===== src/rtl/fetch_unit.sv =====
// Purpose: sequential instruction fetch with an in-order slot queue and redirect flush.
// Latency: request issue is combinational from state; a response at edge N is visible as inst_valid in cycle N+1.
// Backpressure: requests stall while DEPTH slots are allocated; a stalled consumer holds the head until it pops.
module fetch_unit #(
    parameter int          DEPTH    = 4,
    parameter logic [31:0] RESET_PC = 32'h0000_0000
) (
    input  logic        clk,
    input  logic        rst,
    output logic        imem_req_valid,
    input  logic        imem_req_ready,
    output logic [31:0] imem_req_addr,
    input  logic        imem_rsp_valid,
    input  logic [31:0] imem_rsp_data,
    input  logic        redirect_valid,
    input  logic [31:0] redirect_pc,
    output logic        inst_valid,
    input  logic        inst_ready,
    output logic [31:0] inst_out,
    output logic [31:0] inst_pc
);

    // Slot index width, pointer width (extra MSB distinguishes full from
    // empty) and drop counter width. The drop counter gets two spare bits:
    // back-to-back redirects can stack several queues' worth of unfilled
    // requests before the memory returns them.
    localparam int AW = $clog2(DEPTH);
    localparam int PW = AW + 1;
    localparam int DW = AW + 3;

    localparam logic [PW-1:0] DEPTH_P = PW'(DEPTH);

    // ------------------------------------------------------------------
    // State
    // ------------------------------------------------------------------
    logic [31:0]    fetch_pc_q, fetch_pc_d;
    logic [PW-1:0]  head_q,     head_d;
    logic [PW-1:0]  fill_q,     fill_d;
    logic [PW-1:0]  alloc_q,    alloc_d;
    logic [DW-1:0]  drop_cnt_q, drop_cnt_d;

    logic [31:0]      slot_pc_q     [DEPTH];
    logic [31:0]      slot_pc_d     [DEPTH];
    logic [31:0]      slot_data_q   [DEPTH];
    logic [31:0]      slot_data_d   [DEPTH];
    logic [DEPTH-1:0] slot_filled_q;
    logic [DEPTH-1:0] slot_filled_d;

    // ------------------------------------------------------------------
    // Derived occupancy and handshakes
    // ------------------------------------------------------------------
    logic [PW-1:0] allocated;
    logic [PW-1:0] unfilled;
    logic [AW-1:0] head_idx;
    logic [AW-1:0] fill_idx;
    logic [AW-1:0] alloc_idx;
    logic          req_fire;
    logic          pop_fire;
    logic [DW-1:0] drop_sum;

    // Low address bits of a redirect target are discarded by design.
    logic unused_redirect_lo;
    assign unused_redirect_lo = ^redirect_pc[1:0];

    assign allocated = alloc_q - head_q;
    assign unfilled  = alloc_q - fill_q;
    assign head_idx  = head_q[AW-1:0];
    assign fill_idx  = fill_q[AW-1:0];
    assign alloc_idx = alloc_q[AW-1:0];

    // A redirect suppresses the request so the stale fetch_pc never leaves.
    assign imem_req_valid = rst && (allocated < DEPTH_P) && !redirect_valid;
    assign imem_req_addr  = fetch_pc_q;

    // The head is only presented once its response has landed in the slot;
    // there is no bypass from imem_rsp_data to inst_out.
    assign inst_valid = slot_filled_q[head_idx] && (allocated != '0);
    assign inst_out   = slot_data_q[head_idx];
    assign inst_pc    = slot_pc_q[head_idx];

    assign req_fire = imem_req_valid && imem_req_ready;
    assign pop_fire = inst_valid && inst_ready;

    // Next-state: redirect wins outright, otherwise pop/response/request
    // all apply in the same cycle. They never touch the same slot: a pop
    // needs a filled head, a response targets an unfilled slot, and a
    // request targets a free slot.
    always_comb begin
        fetch_pc_d    = fetch_pc_q;
        head_d        = head_q;
        fill_d        = fill_q;
        alloc_d       = alloc_q;
        drop_cnt_d    = drop_cnt_q;
        slot_pc_d     = slot_pc_q;
        slot_data_d   = slot_data_q;
        slot_filled_d = slot_filled_q;
        drop_sum      = drop_cnt_q + DW'(unfilled);

        if (redirect_valid) begin
            // Everything still owed by the memory for the old stream becomes
            // a pending drop; a response arriving right now is itself one of
            // them and is discarded on the spot. A pop this cycle already
            // completed from the consumer's point of view.
            if (imem_rsp_valid && (drop_sum != '0)) begin
                drop_sum = drop_sum - DW'(1);
            end
            fetch_pc_d    = {redirect_pc[31:2], 2'b00};
            head_d        = '0;
            fill_d        = '0;
            alloc_d       = '0;
            slot_filled_d = '0;
            drop_cnt_d    = drop_sum;
        end else begin
            if (pop_fire) begin
                head_d                  = head_q + PW'(1);
                slot_filled_d[head_idx] = 1'b0;
            end

            if (imem_rsp_valid) begin
                if (drop_cnt_q != '0) begin
                    drop_cnt_d = drop_cnt_q - DW'(1);
                end else if (unfilled != '0) begin
                    slot_data_d[fill_idx]   = imem_rsp_data;
                    slot_filled_d[fill_idx] = 1'b1;
                    fill_d                  = fill_q + PW'(1);
                end
            end

            if (req_fire) begin
                slot_pc_d[alloc_idx]     = fetch_pc_q;
                slot_filled_d[alloc_idx] = 1'b0;
                alloc_d                  = alloc_q + PW'(1);
                fetch_pc_d               = fetch_pc_q + 32'd4;
            end
        end
    end

    // State registers; reset clears every slot so outputs read zero.
    always_ff @(posedge clk or negedge rst) begin
        if (!rst) begin
            fetch_pc_q    <= RESET_PC;
            head_q        <= '0;
            fill_q        <= '0;
            alloc_q       <= '0;
            drop_cnt_q    <= '0;
            slot_filled_q <= '0;
            for (int i = 0; i < DEPTH; i++) begin
                slot_pc_q[i]   <= '0;
                slot_data_q[i] <= '0;
            end
        end else begin
            fetch_pc_q    <= fetch_pc_d;
            head_q        <= head_d;
            fill_q        <= fill_d;
            alloc_q       <= alloc_d;
            drop_cnt_q    <= drop_cnt_d;
            slot_filled_q <= slot_filled_d;
            for (int i = 0; i < DEPTH; i++) begin
                slot_pc_q[i]   <= slot_pc_d[i];
                slot_data_q[i] <= slot_data_d[i];
            end
        end
    end

endmodule


===== config.mk =====
export PLATFORM = sky130hd
export DESIGN_NAME = fetch_unit
export DESIGN_NICKNAME = d
export VERILOG_FILES = /design/src/rtl/fetch_unit.sv
export SDC_FILE = /design/constraint.sdc
export NUM_CORES = 1
export LEC_CHECK = 0
export CAP_MARGIN = 20
export CORE_ASPECT_RATIO = 2
export CORE_MARGIN = 2
export CORE_UTILIZATION = 55
export CTS_CLUSTER_DIAMETER = 50
export DETAILED_ROUTE_END_ITERATION = 6
export MAX_ROUTING_LAYER = met4
export PLACE_DENSITY = 0.82
export SETUP_SLACK_MARGIN = 0.2
export SYNTH_ARGS = -nofsm -noshare
export SYNTH_HDL_FRONTEND = slang
export SYNTH_SLANG_ARGS = --single-unit
export TNS_END_PERCENT = 1

===== constraint.sdc =====
create_clock -name clk -period 3.67 [get_ports clk]
set_clock_uncertainty 0.05 [all_clocks]
set_input_delay 0.734 -clock clk [delete_from_list [all_inputs] [get_ports clk]]
set_output_delay 0.734 -clock clk [all_outputs]
set_load 0.01 [all_outputs]

=== Word-level counts from Yosys, hierarchy flattened ===
Index checks and enable logic that the tools add are counted.

* Flip-flop bits (word level): 306

* Multiplexer cells: 42
* Reductions and logical operators: 25
* $lt $le $gt $ge: 12
* Add/subtract/negate cells: 9
* Eq/ne operators: 1
* Bitwise gates (word level): 10

{| class="wikitable"
|+ Operator list
! operator !! count
|-
| $bwmux 128 || 2
|-
| $mux 32 || 8
|-
| $bmux 32 s2 || 2
|-
| $demux 32 s2 || 2
|-
| $add 32x3->32 const B || 1
|-
| $mux 4 || 8
|-
| $mux 3 || 8
|-
| $mux 5 || 4
|-
| $logic_and 1x1->1 || 11
|-
| $reduce_bool 2->1 || 5
|-
| $reduce_bool 5->1 || 2
|-
| $sub 5x1->5 const B || 2
|-
| $add 3x1->3 const B || 3
|-
| $ge 3x3->1 const B || 3
|-
| $lt 2x3->1 const B || 3
|-
| $not 2->3 || 3
|-
| $and 4x4->4 || 2
|-
| $not 4->4 || 2
|-
| $demux 1 s2 || 3
|-
| $ge 2x1->1 const B || 3
|-
| $lt 3x1->1 const B || 2
|-
| $reduce_bool 3->1 || 2
|-
| $sub 3x3->3 || 2
|-
| $add 5x3->5 || 1
|-
| other kinds (10) || 15
|}

=== Logic depth before layout (Yosys ltp) ===
* Depth in word-level cells: 16
* Depth in mapped cells: 12
* Mapped depth without buffers: 12

=== Worst setup path after synthesis ===
Ideal clock, no wire load.

* Path kind: reg-to-reg
* Start: register alloc_q[0]
* End: register drop_cnt_q[3]
* Stages on the path, launching flop included: 13
* Data required time: 3540 ps
* Arrival time: 2928 ps
* Clock period less this slack: 3057 ps
* Setup slack: 613 ps
* Path buffers: 0
* Path through: dfrtp_1 inv_1 ha_1 inv_1 fa_1 xor3_1 inv_1 ha_1 nor2b_1 o21ai_0 xor2_1 a2111oi_0 a2bb2oi_1

* Longest elaborated chain between the ends: 6
* Elaborated cells on any way between the ends: 7
* Those cells by class: add/sub: 3; mux: 2; reduce/logical: 2

{| class="wikitable"
|+ RTL lines
! what !! line !! source
|-
| from (decl) || 39 || <nowiki>logic [PW-1:0] alloc_q, alloc_d;</nowiki>
|-
| from (signal assigned) || 155 || <nowiki>alloc_q <= alloc_d;</nowiki>
|-
| $sub 3x3->3 (*) || 66 || <nowiki>assign unfilled = alloc_q - fill_q;</nowiki>
|-
| $add 5x3->5 (*) || 97 || <nowiki>drop_sum = drop_cnt_q + DW'(unfilled);</nowiki>
|-
| parallel branches: the longest is 2 deep, another holds $sub 5x1->5 || - ||
|-
| $mux 5 (*) || 104 || <nowiki>if (imem_rsp_valid && (drop_sum != '0)) begin</nowiki>
|-
| $mux 5 (*) || 99 || <nowiki>if (redirect_valid) begin</nowiki>
|-
| to (signal assigned) || 156 || <nowiki>drop_cnt_q <= drop_cnt_d;</nowiki>
|-
| to (decl) || 40 || <nowiki>logic [DW-1:0] drop_cnt_q, drop_cnt_d;</nowiki>
|}

Mark *: on every way between the ends.
A chain may end at the register's enable or synchronous reset.

=== Final worst setup path ===
* Start: register head_q[0]
* End: output port inst_pc[26]

* Longest elaborated chain between the ends: 4

{| class="wikitable"
|+ RTL lines
! what !! line !! source
|-
| from (decl) || 37 || <nowiki>logic [PW-1:0] head_q, head_d;</nowiki>
|-
| from (signal assigned) || 142 || <nowiki>head_q <= '0;</nowiki>
|-
| from (signal assigned) || 153 || <nowiki>head_q <= head_d;</nowiki>
|-
| $not 2->3 (not written as such) || 79 || <nowiki>assign inst_pc = slot_pc_q[head_idx];</nowiki>
|-
| $bmux 32 s2 || 79 ||
|-
| $mux 32 (not written as such) (2 in a row) || 79 ||
|-
| to (decl) || 20 || <nowiki>output logic [31:0] inst_pc</nowiki>
|}

Every way passes these cells. The select of a mux whose other input is x is not followed.

==> summary.md <==
| Metric | Value |
|---|---|
| Share of cells above drive strength 1 | `33.9%` |
| DR iter-0 viols | `566` |
| Cts bufs inserted | `27` |
| Relative slew slack | `32.4%` |
| Antenna violations before repair | `1` |
| First-pass GRT wire length | `52.1 mm` |
| Cell accounting for the most synthesized area | `dfrtp_1` |
| DR WL/cell | `21.2 um` |
| Hold endpoint | `slot_pc_q[44]` |
| CP endpoint kind | `output pin` |
| DR pass1 iterations | `4` |
| Commonest cells after routing, fill and taps aside | `294 x dfrtp_1, 209 x mux2_2, 158 x clkdlybuf4s50_1, 63 x mux4_2, 40 x mux2_4` |
| Worst Hold Class | `reg -> reg` |
| Synth cell types | `59` |
| Post-route ant nets | `0` |
| Clock Sinks | `296` |
| I/O Pins | `168` |
| Hold Crit Start | `slot_pc_q[44]` |
| Worst-Margin Slew | `1.01 ns` |
| Final hold vios | `0` |
| Sequential fraction of the synthesis area | `51.3%` |
| GRT Util Overall | `24.4%` |
| Core footprint | `25800 sq um` |
| Tcrit/Tclk final | `93.4%` |
| Die area | `27600 sq um` |
| Fin util | `67.0%` |
| Commonest non-fill, non-tap cell in the layout | `dfrtp_1` |
| Post-synth EDFFs | `0` |
| Peak supply drop | `0.424 mV` |
| Largest stage delay on the critical path | `0.56 ns` |
| Fin nets | `1247` |
| Area Growth Syn to Fin | `19.6%` |
| Starting Density | `56.1%` |
| Cells on worst reg2reg path | `13` |
| Die H | `233 um` |
| Synthesized flop and latch total | `296` |
| Gr ovfl total | `0` |
| Final TNS setup | `0 ns` |
| Tmin final | `3.43 ns` |
| Gpl congestion | `0.858` |
| Synth async-reset ratio | `100%` |
| Critical path class | `reg -> out` |
| CTS tree | `built` |
| Pwr/cell area | `506 nW/um^2` |
| Vias in the first global route | `9788` |
| Total wire length | `32.1 mm` |
| Cells after Synth | `1008` |
| CP max-delay cell | `mux4_2` |
| Vias per cell | `5.94` |
| FF-to-FF End | `drop_cnt_q[3]` |
| Arr. time, crit path | `2.64 ns` |
| Sequence of cells on the critical path | `buf_16, buf_12, mux4_2, clkdlybuf4s50_1` |
| Ranking of synthesized cells by area | `dfrtp_1 51%, mux2_2 16%, mux4_2 9.8%` |
| Startpoint types | `register` |
| WP buf/inv | `3` |
| F_max | `292 MHz` |
| RSZ-0062 raised after global routing | `true` |
| Ys Warns | `0` |
| Final Max Slew Viols | `0` |
| I/O Buffers | `161` |
| Top FF cell, synth | `dfrtp_1` |
| R2r startpoint | `alloc_q[0]` |
| Vias | `8982` |
| Largest net degree at the start of global routing | `198` |
| Clk Latency, worst-skew pair | `0.54 ns` |
| Post-Syn Area per Cell | `14.3 sq um` |
| DIE WIDTH | `119 um` |
| Row cnt | `83` |
| WHS Path Cells | `1` |
| Dpl hpwl | `20.7 mm` |
| Max-Cap Viols | `0` |
| Flop-to-flop setup slack | `0.40 ns` |
| Root buffer cell | `clkbuf_16` |
| Family with the most delay on the worst path | `buffers and inverters` |
| Mapped cell area | `14400 sq um` |
| Bufs on Longest Clock Path | `3` |
| CP max FO | `28` |
| Clock Pin Slew Worst Setup and Hold Paths | `0.07 ns` |
| Final setup vio count | `0` |
| CTS H-tree lvls | `1` |
| CP Data Required Time | `2.89 ns` |
| Leakage | `7.81 nW` |
| Top-area cell type share of the netlist area | `51.3%` |
| Drt drc | `0` |
| Outcome | `complete, no violations` |
power breakdown:
part           switching [W]  leakage, nW  total (W)  internal (W)
registers           0.000334         3.91    0.00403       0.00370
logic               0.000745         3.47    0.00189       0.00114
clock network        0.00124        0.424    0.00282       0.00158
stage by stage:
stage | area, sq um | worst slack, ns | std cells | total power [W] | hold WS, ns
after floorplan | 14500 | 0.613 | 1011 | 0.00510 | 0.388
after global placement | 16300 | 0.402 | 1462 | 0.00591 | 0.431
after detailed placement | 16300 | 0.297 | 1462 | 0.00598 | 0.437
after CTS | 17200 | 0.121 | 1511 | 0.00882 | 0.452
after global routing | 17300 | 0.0870 | 1513 | 0.00915 | 0.460
final | 17300 | 0.244 | 1513 | 0.00874 | 0.451
synth_stat cells, types with 2 or more instances:
library cell / instances
nor3b_1: 2
o21a_1: 4
a311o_1: 3
mux2_2: 209
nand2b_1: 5
buf_1: 10
nor3_1: 5
a211oi_1: 4
xor2_1: 10
ha_1: 22
a21oi_1: 6
mux2_4: 40
o211ai_1: 5
xnor2_1: 11
buf_6: 12
and2_1: 6
mux4_2: 63
inv_1: 25
nor2b_1: 10
nand2_1: 37
mux2i_1: 10
buf_2: 8
nor4_1: 4
o21ai_0: 19
fa_1: 2
nand3_1: 22
a211o_1: 4
nand4_4: 4
o2111ai_1: 3
a31oi_1: 10
or4_1: 5
a22oi_1: 8
and3_1: 6
o31a_1: 7
and4_1: 5
nor2_1: 25
buf_4: 4
nand4_1: 11
clkbuf_1: 38
or3_1: 10
dfrtp_1: 296
sequential cells by signal, summed over array words and instances, names as in the netlist:
register	flops
alloc_q	3
drop_cnt_q	5
fill_q	3
head_q	3
imem_req_addr	30
slot_data_q	128
slot_filled_q	4
slot_pc_q	120
cell families after synthesis:
group / count (synthesis) / synth area share [%]
compound gates: 84 / 4.39
xor+xnor: 22 / 1.44
fa+ha+maj: 24 / 2.18
buf+inv: 98 / 3.34
flops: 296 / 51.3
mux: 322 / 31.0
other cells: 1 / 0.0260
simple gates: 161 / 6.35
final cells by class:
type                            instances  area, sq um
Inverter                               26         97.6
Sequential cell                       296         7410
Clock buffer                           37          753
Antenna cell                            1         2.50
Tap cell                              340          425
Fill cell                            1868         8490
Timing Repair Buffer                  185         1880
Clock inverter                         11          124
Multi-Input combinational cell        617         6570
worst max-delay path by stage:
stage | from | cells past startpoint | to | slack, ns
after global placement | alloc_q[0] | 13 | drop_cnt_q[3] | 0.40
final | head_q[0] | 4 | inst_pc[26] | 0.24
after CTS | head_q[0] | 4 | inst_pc[26] | 0.12
after detailed placement | alloc_q[0] | 13 | drop_cnt_q[3] | 0.30
after global routing | alloc_q[0] | 13 | drop_cnt_q[3] | 0.09
after floorplan | alloc_q[0] | 12 | drop_cnt_q[3] | 0.61
per-layer routing:
layer,wire (um),GRT usage (%)
met1,12000,27.4
met2,17800,44.3
met3,1130,2.56
met4,1130,10.0
met5,0,-
repair_timing:
item | in CTS | in global routing
hold buffers | 1 | 0
endpoints found under the hold margin | 10 | 0
buffers inserted | 0 | 0
setup endpoints to repair | 42 | 68
pin swaps | 0 | 0
cloned | 0 | 1
resized for setup | 2 | 4
(Power assumes the default switching activity.)
